**config.mk**
```make
export PLATFORM = sky130hd
export DESIGN_NAME = pipe_csadd
export DESIGN_NICKNAME = d
export VERILOG_FILES = /design/src/rtl/csadd_pkg.sv /design/src/rtl/csadd_blk.sv /design/src/rtl/pipe_csadd.sv
export SDC_FILE = /design/constraint.sdc
export NUM_CORES = 1
export LEC_CHECK = 0
export BUFFER_PORTS_ARGS = -buffer_cell sky130_fd_sc_hd__buf_4
export CAP_MARGIN = 25
export CORE_ASPECT_RATIO = 0.8
export CORE_MARGIN = 1
export CORE_UTILIZATION = 35
export DETAILED_ROUTE_END_ITERATION = 7
export PLACE_DENSITY = 0.65
export SLEW_MARGIN = 20
export SYNTH_ARGS = -nofsm -noshare
export SYNTH_HDL_FRONTEND = slang
export SYNTH_SLANG_ARGS = --single-unit
```
**constraint.sdc**
```tcl
create_clock -name clk -period 7.8 [get_ports clk]
set_input_delay 1.56 -clock clk [delete_from_list [all_inputs] [get_ports clk]]
set_output_delay 1.56 -clock clk [all_outputs]
set_load 0.01 [all_outputs]
```
**src/rtl/csadd_pkg.sv**
```systemverilog
// Shared defaults for the pipelined carry-select adder and its slice geometry.
package csadd_pkg;

    localparam int unsigned DEF_WIDTH  = 32;
    localparam int unsigned DEF_BLK    = 4;
    localparam int unsigned DEF_STAGES = 2;

    // Bits added per pipeline stage.
    function automatic int unsigned slice_w(input int unsigned width, input int unsigned stages);
        return width / stages;
    endfunction

    localparam int unsigned SLICE = slice_w(DEF_WIDTH, DEF_STAGES);

endpackage

```
**src/rtl/csadd_blk.sv**
```systemverilog
// Combinational BLK-bit carry-select block: both carry-in outcomes are formed
// up front and the late-arriving carry only drives the final select.
module csadd_blk #(
    parameter int unsigned BLK = 4
) (
    input  logic [BLK-1:0] a,
    input  logic [BLK-1:0] b,
    input  logic           cin,
    output logic [BLK-1:0] s,
    output logic           cout
);

    logic [BLK:0] w_sum0;
    logic [BLK:0] w_sum1;

    assign w_sum0 = {1'b0, a} + {1'b0, b};
    assign w_sum1 = {1'b0, a} + {1'b0, b} + (BLK+1)'(1);

    assign {cout, s} = cin ? w_sum1 : w_sum0;

endmodule

```
**src/rtl/pipe_csadd.sv**
```systemverilog
// Pipelined add/subtract: each stage adds one WIDTH/STAGES slice with a chain
// of carry-select blocks; the whole pipe freezes while the output is stalled.
module pipe_csadd
    import csadd_pkg::*;
#(
    parameter int unsigned WIDTH  = DEF_WIDTH,
    parameter int unsigned BLK    = DEF_BLK,
    parameter int unsigned STAGES = DEF_STAGES
) (
    input  logic             clk,
    input  logic             rst,
    input  logic             in_valid,
    output logic             in_ready,
    input  logic [WIDTH-1:0] a,
    input  logic [WIDTH-1:0] b,
    input  logic             cin,
    input  logic             sub,
    output logic             out_valid,
    input  logic             out_ready,
    output logic [WIDTH-1:0] s,
    output logic             cout,
    output logic             ovf,
    output logic             zero
);

    localparam int unsigned SLC  = slice_w(WIDTH, STAGES);
    localparam int unsigned NBLK = SLC / BLK;

    if (WIDTH % (BLK * STAGES) != 0) begin : g_bad_cfg
        $error("pipe_csadd: WIDTH must be a multiple of BLK*STAGES");
    end

    logic w_stall;
    logic w_msb_cin;
    logic w_ovf;
    logic w_zero;
    logic r_ovf;
    logic r_zero;

    genvar k, j;
    for (k = 0; k < STAGES; k++) begin : g_stg
        localparam int unsigned LO = k * SLC;
        localparam int unsigned HI = LO + SLC;

        // Operand bits from LO upward, and sum bits completed through this stage.
        logic [WIDTH-LO-1:0] w_a;
        logic [WIDTH-LO-1:0] w_b;
        logic                w_cin;
        logic                w_vin;
        logic [NBLK:0]       w_cc;
        logic [SLC-1:0]      w_sl;
        logic [HI-1:0]       w_sum;

        logic                r_vld;
        logic [HI-1:0]       r_sum;
        logic                r_c;

        if (k == 0) begin : g_in
            assign w_a   = a;
            assign w_b   = sub ? ~b : b;
            assign w_cin = sub | cin;
            assign w_vin = in_valid;
            assign w_sum = w_sl;
        end else begin : g_mid
            assign w_a   = g_stg[k-1].g_fwd.r_a;
            assign w_b   = g_stg[k-1].g_fwd.r_b;
            assign w_cin = g_stg[k-1].r_c;
            assign w_vin = g_stg[k-1].r_vld;
            assign w_sum = {w_sl, g_stg[k-1].r_sum};
        end

        assign w_cc[0] = w_cin;
        for (j = 0; j < NBLK; j++) begin : g_blk
            csadd_blk #(
                .BLK (BLK)
            ) u_blk (
                .a    (w_a[j*BLK +: BLK]),
                .b    (w_b[j*BLK +: BLK]),
                .cin  (w_cc[j]),
                .s    (w_sl[j*BLK +: BLK]),
                .cout (w_cc[j+1])
            );
        end

        // Only the operand bits still to be added travel to the next stage.
        if (k < STAGES - 1) begin : g_fwd
            logic [WIDTH-HI-1:0] r_a;
            logic [WIDTH-HI-1:0] r_b;

            always_ff @(posedge clk) begin
                if (!w_stall) begin
                    r_a <= w_a[WIDTH-LO-1:SLC];
                    r_b <= w_b[WIDTH-LO-1:SLC];
                end
            end
        end

        always_ff @(posedge clk) begin
            if (rst) begin
                r_vld <= 1'b0;
                r_sum <= '0;
                r_c   <= 1'b0;
            end else if (!w_stall) begin
                r_vld <= w_vin;
                r_sum <= w_sum;
                r_c   <= w_cc[NBLK];
            end
        end
    end

    // Carry into the MSB recovered from the MSB operand and sum bits.
    assign w_msb_cin = g_stg[STAGES-1].w_a[SLC-1] ^ g_stg[STAGES-1].w_b[SLC-1]
                     ^ g_stg[STAGES-1].w_sum[WIDTH-1];
    assign w_ovf     = w_msb_cin ^ g_stg[STAGES-1].w_cc[NBLK];
    assign w_zero    = ~|g_stg[STAGES-1].w_sum;

    always_ff @(posedge clk) begin
        if (rst) begin
            r_ovf  <= 1'b0;
            r_zero <= 1'b0;
        end else if (!w_stall) begin
            r_ovf  <= w_ovf;
            r_zero <= w_zero;
        end
    end

    assign out_valid = g_stg[STAGES-1].r_vld;
    assign s         = g_stg[STAGES-1].r_sum;
    assign cout      = g_stg[STAGES-1].r_c;
    assign ovf       = r_ovf;
    assign zero      = r_zero;

    assign w_stall   = out_valid & ~out_ready;
    assign in_ready  = ~w_stall;

endmodule

```
==> results.yml, run 1 <==
synth:
  synth_edf_count: 32
  synth_nets: 651
  syn_inst: 533
  synth_seq_area_share_pct: 39.7
  synth_area_leaders: "dfxtp_1 (21%), edfxtp_1 (19%), ha_1 (9.7%), xor2_1 (8.0%), xnor2_1 (4.3%)"
  yosysTopAreaCellShare_pct: 21.0
  yosysTopAreaCell: "dfxtp_1"
  synthFlopType: "dfxtp_1"
  yosys_warnings: 0
  synth_area_sq_mm: 0.00515
  async_flop_share_pct: 0
  ys_ff_latch: 86
  avgSynthCellArea_sq_um: 9.66
  synth.distinct_cells: 62
drt:
  dr.pass1.iters: 4
  drc: 0
  initialDrtViolationCount: 149
  wl_per_cell_um: 13.7
  vias_per_cell: 4.88
  vias: 3993
  ant_nets: 0
  detail_route.wirelength_mm: 11.2
finish:
  finalNonFillerCells: 818
  fill_cells: 1364
  layout_commonest_cell: "buf_4"
  drive_above_1_share_pct: 21.1
  diodes: 0
  syn_to_final_growth_pct: 24.2
  mostFrequentLayoutCells: "buf_4 (108), dfxtp_1 (54), nor2_1 (52), nand2_1 (50), xor2_1 (47)"
  nNetsFinal: 747
clock_network:
  clk_latency_ns: 0.34
  cts.sinks: 86
  cts_buffer_depth: 2
  clk_pin_slew_ns: 0.06
  cts_buffers: 9
  cts_hold_buf: 0
  clock_tree.root_cell: "clkbuf_16"
  cts_max_level: 3
  cts.repair_timing.setup_buffer_count: 0
  cts_tree: "built"
  cts_resized: 0
critical_path:
  path_max_fanout: 34
  critPathLaunchType: "input pin"
  critPathKind: "in2reg"
  rr_worst_depth: 11
  critPathRequiredTime_ns: 8.03
  critical_path.cell_chain: "buf_4 > xor2_1 > ha_1 > inv_1 > fa_1 > inv_1 > ha_1 > nand2_1 > nor2_1 > a21oi_1 > and4b_1 > mux2i_1 > xnor2_2 > a211o_1 > a32o_1"
  slowest_delay_ns: 0.47
  critPathCaptureType: "flip-flop"
  r2r-start: "g_stg[0].g_fwd.r_a[0]$_DFFE_PN_"
  crit_path_top_delay_cell: "fa_1"
  cp.arrival_ns: 4.89
  startpoint: "sub"
floorplan:
  fp.dieW_um: 138
  die_h_um: 110
  die_area_sq_mm: 0.0152
  coreArea_sq_mm: 0.0143
  ios: 107
  num_rows: 39
  initial_core_util_pct: 36.0
min_path:
  hold_class: "reg2reg"
  hold_start: "s[26]$_SDFFE_PP0N_"
  min_path_cells: 2
placement:
  io_buffers: 106
  dp_hpwl_mm: 8.52
  gp_congestion: 0.821
  placed_cells: 802
job:
  maxCapViolCount: 0
sta:
  max_freq_mhz: 215
  setup_violations: 0
  fin_tns_setup_ns: 0
  relSlewSlack_pct: 47.8
  rsz0062_at_grt: "no"
  hold_violations: 0
  slew_violations: 0
  layout_min_cycle_time_ns: 4.66
  worst_slew_pin_slew_ns: 0.784
  fin_crit_sh_pct: 59.8
  fin_skew_ns: 0.00646
grt:
  antenna_found_initial: 0
  grt.overflow.total: 0
  grt_usage_pct: 15.3
  grt_pass1_wl_mm: 18.2
  grt_pass1_vias: 3998
  grt_max_degree: 79
power:
  ir_worst_vdd_uv: 133
  cellPowerDensity_mw_per_mm2: 235
  p_leak_nw: 2.86
outcome:
  status: "finished, final reports clean"
## report_power, final
part	internal (mW)	total [mW]	switching [mW]
Combinational	0.240	0.502	0.262
Sequential	0.536	0.578	0.0421
Clock	0.247	0.421	0.174
## metal layers
| metal | track usage [%] | wire (um) |
|---|---|---|
| met1 | 19.6 | 5310 |
| met2 | 25.3 | 5340 |
| met3 | 3.44 | 430 |
| met4 | 4.25 | 141 |
| met5 | 0 | 0 |
## worst max-delay path: cells and delay by family
family	cells	cell delay, ns
adders and majority gates	3	0.80
AOI/OAI and AO/OA	3	0.63
and+or+nand+nor	3	0.62
buffers and inverters	3	0.57
xor gates and xnor gates	2	0.39
muxes	1	0.31
## cells in the mapped netlist, types with 4 or more instances
cell / number
nor2b_1: 5
nor3_1: 4
nand4_1: 7
fa_1: 8
buf_1: 6
nor4_1: 7
o21ai_0: 7
nand3_1: 9
xnor2_1: 25
nand2_1: 50
edfxtp_1: 32
nand2b_1: 5
a211oi_1: 25
mux2i_1: 7
a21oi_1: 36
clkbuf_1: 15
inv_1: 30
xor2_1: 47
dfxtp_1: 54
ha_1: 40
a21o_1: 13
nor2_1: 52
## flip-flops by register name, indices dropped and copies added, names as in the netlist
name / cells
s: 32
g_stg.g_fwd.r_a: 16
g_stg.g_fwd.r_b: 16
g_stg.r_sum: 16
cout: 1
g_stg.r_c: 1
g_stg.r_vld: 1
out_valid: 1
ovf: 1
zero: 1
## logic make-up after synthesis
family	after synthesis	synth area share, %
buf+inv	54	4.03
mux	8	1.58
simple gates	161	15.1
xor+xnor	76	13.6
fa+ha+maj	48	12.8
compound gates	100	13.2
flops	86	39.7
## path summary, 6_finish.rpt
kind	endpoint	slack (ns)
worst max-delay path	g_stg[0].r_c$_SDFFE_PP0N_	3.14
worst min-delay path	s[26]$_SDFFE_PP0N_	0.45
worst max register to register	zero$_SDFFE_PP0N_	4.15
worst min register to register	s[26]$_SDFFE_PP0N_	0.45
## per-stage QoR
| stage | instance area, sq um | hold slack (ns) | power (mW) | setup slack (ns) | utilization, % |
|---|---|---|---|---|---|
| final | 6390 | 0.452 | 1.50 | 3.14 | 44.7 |
| after global routing | 6390 | 0.482 | 1.60 | 2.88 | 44.7 |
| after CTS | 6390 | 0.458 | 1.52 | 3.13 | 44.7 |
| after detailed placement | 6100 | 0.448 | 1.09 | 2.80 | 42.7 |
| after global placement | 6100 | 0.438 | 1.07 | 2.89 | 42.7 |
| after floorplan | 5150 | 0.432 | 0.927 | 2.87 | - |
## layout make-up
cell class | instances | area, sq um | share of cell area, %
Clock buffer | 10 | 229 | 3.58
Clock inverter | 6 | 62.6 | 0.979
Inverter | 31 | 118 | 1.84
Multi-Input combinational cell | 393 | 2900 | 45.4
Sequential cell | 86 | 2040 | 31.9
Tap cell | 184 | 230 | 3.60
Timing Repair Buffer | 108 | 811 | 12.7
(Power assumes the default switching activity.)
==> run 2: changes to the inputs <==
clock period = 4.3 ns   (was 7.8 ns; I/O delays follow)
==> results.yml, run 2 (same netlist as run 1, synthesis figures left out) <==
outcome:
  status: "finished, final reports clean"
drt:
  drc: 0
  wl_per_cell_um: 14.0
  vias_per_cell: 4.92
  vias: 4032
  dr.pass1.iters: 4
  initialDrtViolationCount: 194
  ant_nets: 0
  detail_route.wirelength_mm: 11.5
clock_network:
  clk_pin_slew_ns: 0.06
  cts_tree: "built"
  cts_max_level: 3
  cts_buffer_depth: 2
  cts_hold_buf: 0
  clock_tree.root_cell: "clkbuf_16"
  clk_latency_ns: 0.35
  cts.repair_timing.setup_buffer_count: 0
  cts_buffers: 9
  cts_resized: 0
  cts.sinks: 86
floorplan:
  ios: 107
  initial_core_util_pct: 36.0
  coreArea_sq_mm: 0.0143
  die_h_um: 110
  num_rows: 39
  fp.dieW_um: 138
  die_area_sq_mm: 0.0152
job:
  maxCapViolCount: 0
critical_path:
  critPathLaunchType: "flip-flop"
  regToRegSetupSlack_ns: 0.66
  rr_worst_depth: 11
  path_buf_inv: 0
  cp.arrival_ns: 3.94
  critPathCaptureType: "flip-flop"
  path_max_fanout: 7
  worst_path_most_repeated_cell: "ha_1"
  critPathKind: "reg2reg"
  crit_path_top_delay_cell: "a2111oi_0"
  critical_path.cell_chain: "ha_1 > fa_1 > ha_1 > nand3_2 > nor4_1 > nand4bb_1 > and2_1 > nand2_1 > mux2i_1 > a2111oi_0 > a31o_1"
  critPathRequiredTime_ns: 4.59
  slowest_delay_ns: 0.56
  r2r-start: "g_stg[0].g_fwd.r_a[0]$_DFFE_PN_"
  rr_endpoint: "zero$_SDFFE_PP0N_"
  crit_family: "simple AND/OR/NAND/NOR gates"
grt:
  grt_pass1_wl_mm: 18.8
  grt.overflow.total: 0
  grt_max_degree: 70
  antenna_found_initial: 0
  grt_usage_pct: 15.9
  grt_pass1_vias: 4041
sta:
  rsz0062_at_grt: "no"
  holdWs_ns: 0.451
  relSlewSlack_pct: 48.8
  worst_slew_pin_slew_ns: 0.768
  hold_violations: 0
  fin_crit_sh_pct: 84.7
  max_freq_mhz: 275
  fin_tns_setup_ns: 0
  setup_violations: 0
  layout_min_cycle_time_ns: 3.64
  fin_skew_ns: 0.00566
  fin_ws_ns: 0.659
  slew_violations: 0
power:
  cellPowerDensity_mw_per_mm2: 446
  p_leak_nw: 2.89
  ir_worst_vdd_uv: 298
  p_total_mw: 2.88
placement:
  pre_cts_ws_ns: 0.335
  placed_cells: 804
  io_buffers: 106
  placed_area_sq_mm: 0.00612
  gp_congestion: 0.813
  dp_hpwl_mm: 8.63
finish:
  syn_to_final_growth_pct: 25.5
  largest_register_ffs: 32
  multi_input_area_sq_mm: 0.00290
  register_area_sq_mm: 0.00204
  layout_commonest_cell: "buf_4"
  fin_area_sq_mm: 0.00646
  fill_cells: 1361
  postLayoutCoreUtil_pct: 45.2
  drive_above_1_share_pct: 21.5
  mostFrequentLayoutCells: "buf_4 (110), dfxtp_1 (54), nor2_1 (52), nand2_1 (50), xor2_1 (47)"
  nNetsFinal: 749
  diodes: 0
  finalNonFillerCells: 820
min_path:
  hold_start: "s[7]$_SDFFE_PP0N_"
  hold_class: "reg2reg"
  holdPathEnd: "s[7]$_SDFFE_PP0N_"
  min_path_cells: 2
==> run 2: area by class of cell <==
cell class	count	share of cell area, %
well taps	184	3.56
clock buffers	10	3.54
multi-input cells	393	44.9
repair buffers	110	12.8
clock inverters	6	1.82
inverters	31	1.82
flip-flops and latches	86	31.6
==> run 2: how the worst max path moves through the flow <==
stage                                         start                   endpoint  depth (start not counted)
global placement                                sub  g_stg[0].r_c$_SDFFE_PP0N_                         15
finish              g_stg[0].g_fwd.r_a[0]$_DFFE_PN_          zero$_SDFFE_PP0N_                         11
CTS                 g_stg[0].g_fwd.r_a[0]$_DFFE_PN_          zero$_SDFFE_PP0N_                         11
global route        g_stg[0].g_fwd.r_a[0]$_DFFE_PN_          zero$_SDFFE_PP0N_                         11
floorplan                                       sub  g_stg[0].r_c$_SDFFE_PP0N_                         16
detailed placement                              sub  g_stg[0].r_c$_SDFFE_PP0N_                         12
==> run 2: worst register-to-register path: stages (launching register included) <==
cell and delay (ns):
edfxtp_1 0.37, ha_1 0.24, fa_1 0.55, ha_1 0.20
nand3_2 0.09, nor4_1 0.46, nand4bb_1 0.26, and2_1 0.35
nand2_1 0.16, mux2i_1 0.14, a2111oi_0 0.56, a31o_1 0.22
==> run 2: report_power, final <==
part	switching [mW]	leakage (nW)	internal (mW)	total, mW
registers	0.0747	0.783	0.972	1.05
clock network	0.345	0.165	0.574	0.919
logic	0.478	1.95	0.436	0.914
total	0.898	2.89	1.98	2.88
==> run 2: layer usage <==
layer / GRT usage, % / vias to the layer above / part of all wire (%)
met5: 0 / - / 0
met4: 4.47 / 0 / 1.3
met3: 4.36 / 11 / 4.6
met2: 26.1 / 79 / 47
met1: 20.2 / 1887 / 47
li1: - / 2055 / -
==> run 3: changes to the inputs <==
PLACE_DENSITY = 0.67   (was 0.65)
clock period = 3.2 ns   (was 4.3 ns; I/O delays follow)
==> results.yml, run 3 (same netlist as run 1, synthesis figures left out) <==
critical_path:
  worst_path_most_repeated_cell: "ha_2"
  crit_path_top_delay_cell: "fa_1"
  critPathLaunchType: "flip-flop"
  path_buf_inv: 0
  critPathRequiredTime_ns: 3.45
  path_max_fanout: 3
  cp.arrival_ns: 3.55
  critical_path_depth: 11
  crit_end: "ovf$_SDFFE_PP0N_"
  rr_endpoint: "ovf$_SDFFE_PP0N_"
  r2r-start: "g_stg[0].g_fwd.r_a[0]$_DFFE_PN_"
  regToRegSetupSlack_ns: -0.09
  startpoint: "g_stg[0].g_fwd.r_a[0]$_DFFE_PN_"
  critPathKind: "reg2reg"
  critical_path.cell_chain: "ha_2 > fa_1 > ha_2 > nand3_2 > o31a_1 > o31ai_4 > a31oi_4 > or3b_4 > xnor2_2 > xnor3_1 > a211oi_2"
  slowest_delay_ns: 0.50
  critPathCaptureType: "flip-flop"
  rr_worst_depth: 11
  crit_family: "compound AO/OA/AOI/OAI gates"
job:
  maxCapViolCount: 0
min_path:
  hold_class: "reg2reg"
sta:
  fin_skew_ns: 0.00795
  worst_slew_pin_slew_ns: 0.673
  fin_ws_ns: -0.0930
  max_freq_mhz: 304
  rsz0062_at_grt: "yes"
  hold_violations: 0
  setup_violations: 3
  layout_min_cycle_time_ns: 3.29
  holdWs_ns: 0.450
  slew_violations: 0
  fin_crit_sh_pct: 103
  relSlewSlack_pct: 54.8
drt:
  dr.pass1.iters: 4
  drc: 0
  detail_route.wirelength_mm: 11.6
  vias: 4110
  wl_per_cell_um: 13.5
  initialDrtViolationCount: 157
  vias_per_cell: 4.78
  ant_nets: 0
floorplan:
  die_area_sq_mm: 0.0152
  fp.dieW_um: 138
  ios: 107
  die_h_um: 110
  num_rows: 39
  coreArea_sq_mm: 0.0143
  initial_core_util_pct: 36.0
finish:
  mostFrequentLayoutCells: "buf_4 (146), dfxtp_1 (54), nor2_1 (51), nand2_1 (49), xor2_1 (43)"
  largest_register_ffs: 32
  diodes: 0
  syn_to_final_growth_pct: 33.1
  nNetsFinal: 788
  layout_commonest_cell: "buf_4"
  drive_above_1_share_pct: 29.6
grt:
  grt_usage_pct: 15.8
  grt.overflow.total: 0
  grt_pass1_vias: 4064
  grt_max_degree: 67
  grt_pass1_wl_mm: 18.9
  antenna_found_initial: 0
placement:
  gp_congestion: 0.816
  io_buffers: 106
  dp_hpwl_mm: 8.92
  pre_cts_ws_ns: -0.333
clock_network:
  cts_tree: "built"
  cts_buffer_depth: 2
  clk_latency_ns: 0.34
  cts_hold_buf: 0
  cts.sinks: 86
  clock_tree.root_cell: "clkbuf_16"
  clk_pin_slew_ns: 0.07
  cts_buffers: 9
  cts_max_level: 3
power:
  cellPowerDensity_mw_per_mm2: 557
  ir_worst_vdd_uv: 316
  p_leak_nw: 3.07
  p_total_mw: 3.82
outcome:
  violations: "setup timing"
  status: "finished with violations"
==> run 3: area by class of cell <==
type                    instances  area, sq um
clock inverters                 7         56.3
well taps                     184          230
multi-input cells             393         3050
clock buffers                   9          225
fillers                      1307         7450
repair buffers                149         1130
flip-flops and latches         86         2040
inverters                      31          118
==> run 3: metrics by stage <==
step	util, %	instance area [sq um]	cells	setup TNS [ns]
2_1_floorplan	-	5210	533	-1.84
3_3_place_gp	44.7	6390	839	-1.62
3_5_place_dp	44.7	6390	839	-2.49
4_1_cts	47.2	6750	857	-0.167
5_1_grt	47.9	6850	859	-0.855
6_report	47.9	6850	859	-0.177
==> run 3: how the worst min path moves through the flow <==
stage                                           start                               to  slack, ns  depth (start not counted)
after detailed placement            s[3]$_SDFFE_PP0N_                s[3]$_SDFFE_PP0N_       0.45                          2
after global placement    g_stg[0].r_vld$_SDFFE_PP0N_      g_stg[0].r_vld$_SDFFE_PP0N_       0.44                          2
after CTS                           s[3]$_SDFFE_PP0N_                s[3]$_SDFFE_PP0N_       0.45                          2
final                               s[3]$_SDFFE_PP0N_                s[3]$_SDFFE_PP0N_       0.45                          2
after floorplan           g_stg[0].r_vld$_SDFFE_PP0N_      g_stg[0].r_vld$_SDFFE_PP0N_       0.43                          2
after global routing                            a[19]  g_stg[0].g_fwd.r_a[3]$_DFFE_PN_       0.46                          1
==> run 3: repair_timing <==
item	4_1_cts	5_1_grt
endpoints found under the hold margin	0	0
setup buffers	2	2
endpoints found under the setup margin	3	14
pin swaps	8	21
resized for setup	11	17
gates cloned	0	0
==> run 3: where the power goes <==
part,switching [mW],internal (mW)
sequential,0.109,1.31
clock,0.446,0.534
combinational,0.706,0.715
==> run 3: layer usage <==
metal / routed length [um] / vias to the layer above / GRT usage [%] / part of all wire (%)
li1: - / 2129 / - / -
met1: 5520 / 1880 / 20.7 / 47
met2: 5460 / 87 / 26.1 / 47
met3: 499 / 14 / 3.21 / 4.3
met4: 151 / 0 / 4.03 / 1.3
met5: 0 / - / 0 / 0
==> run 3: worst reg2reg max path, stage by stage, from the launching register on <==
cell	delay [ns]
edfxtp_1	0.38
ha_2	0.20
fa_1	0.50
ha_2	0.19
nand3_2	0.09
o31a_1	0.33
o31ai_4	0.36
a31oi_4	0.15
or3b_4	0.40
xnor2_2	0.18
xnor3_1	0.25
a211oi_2	0.18
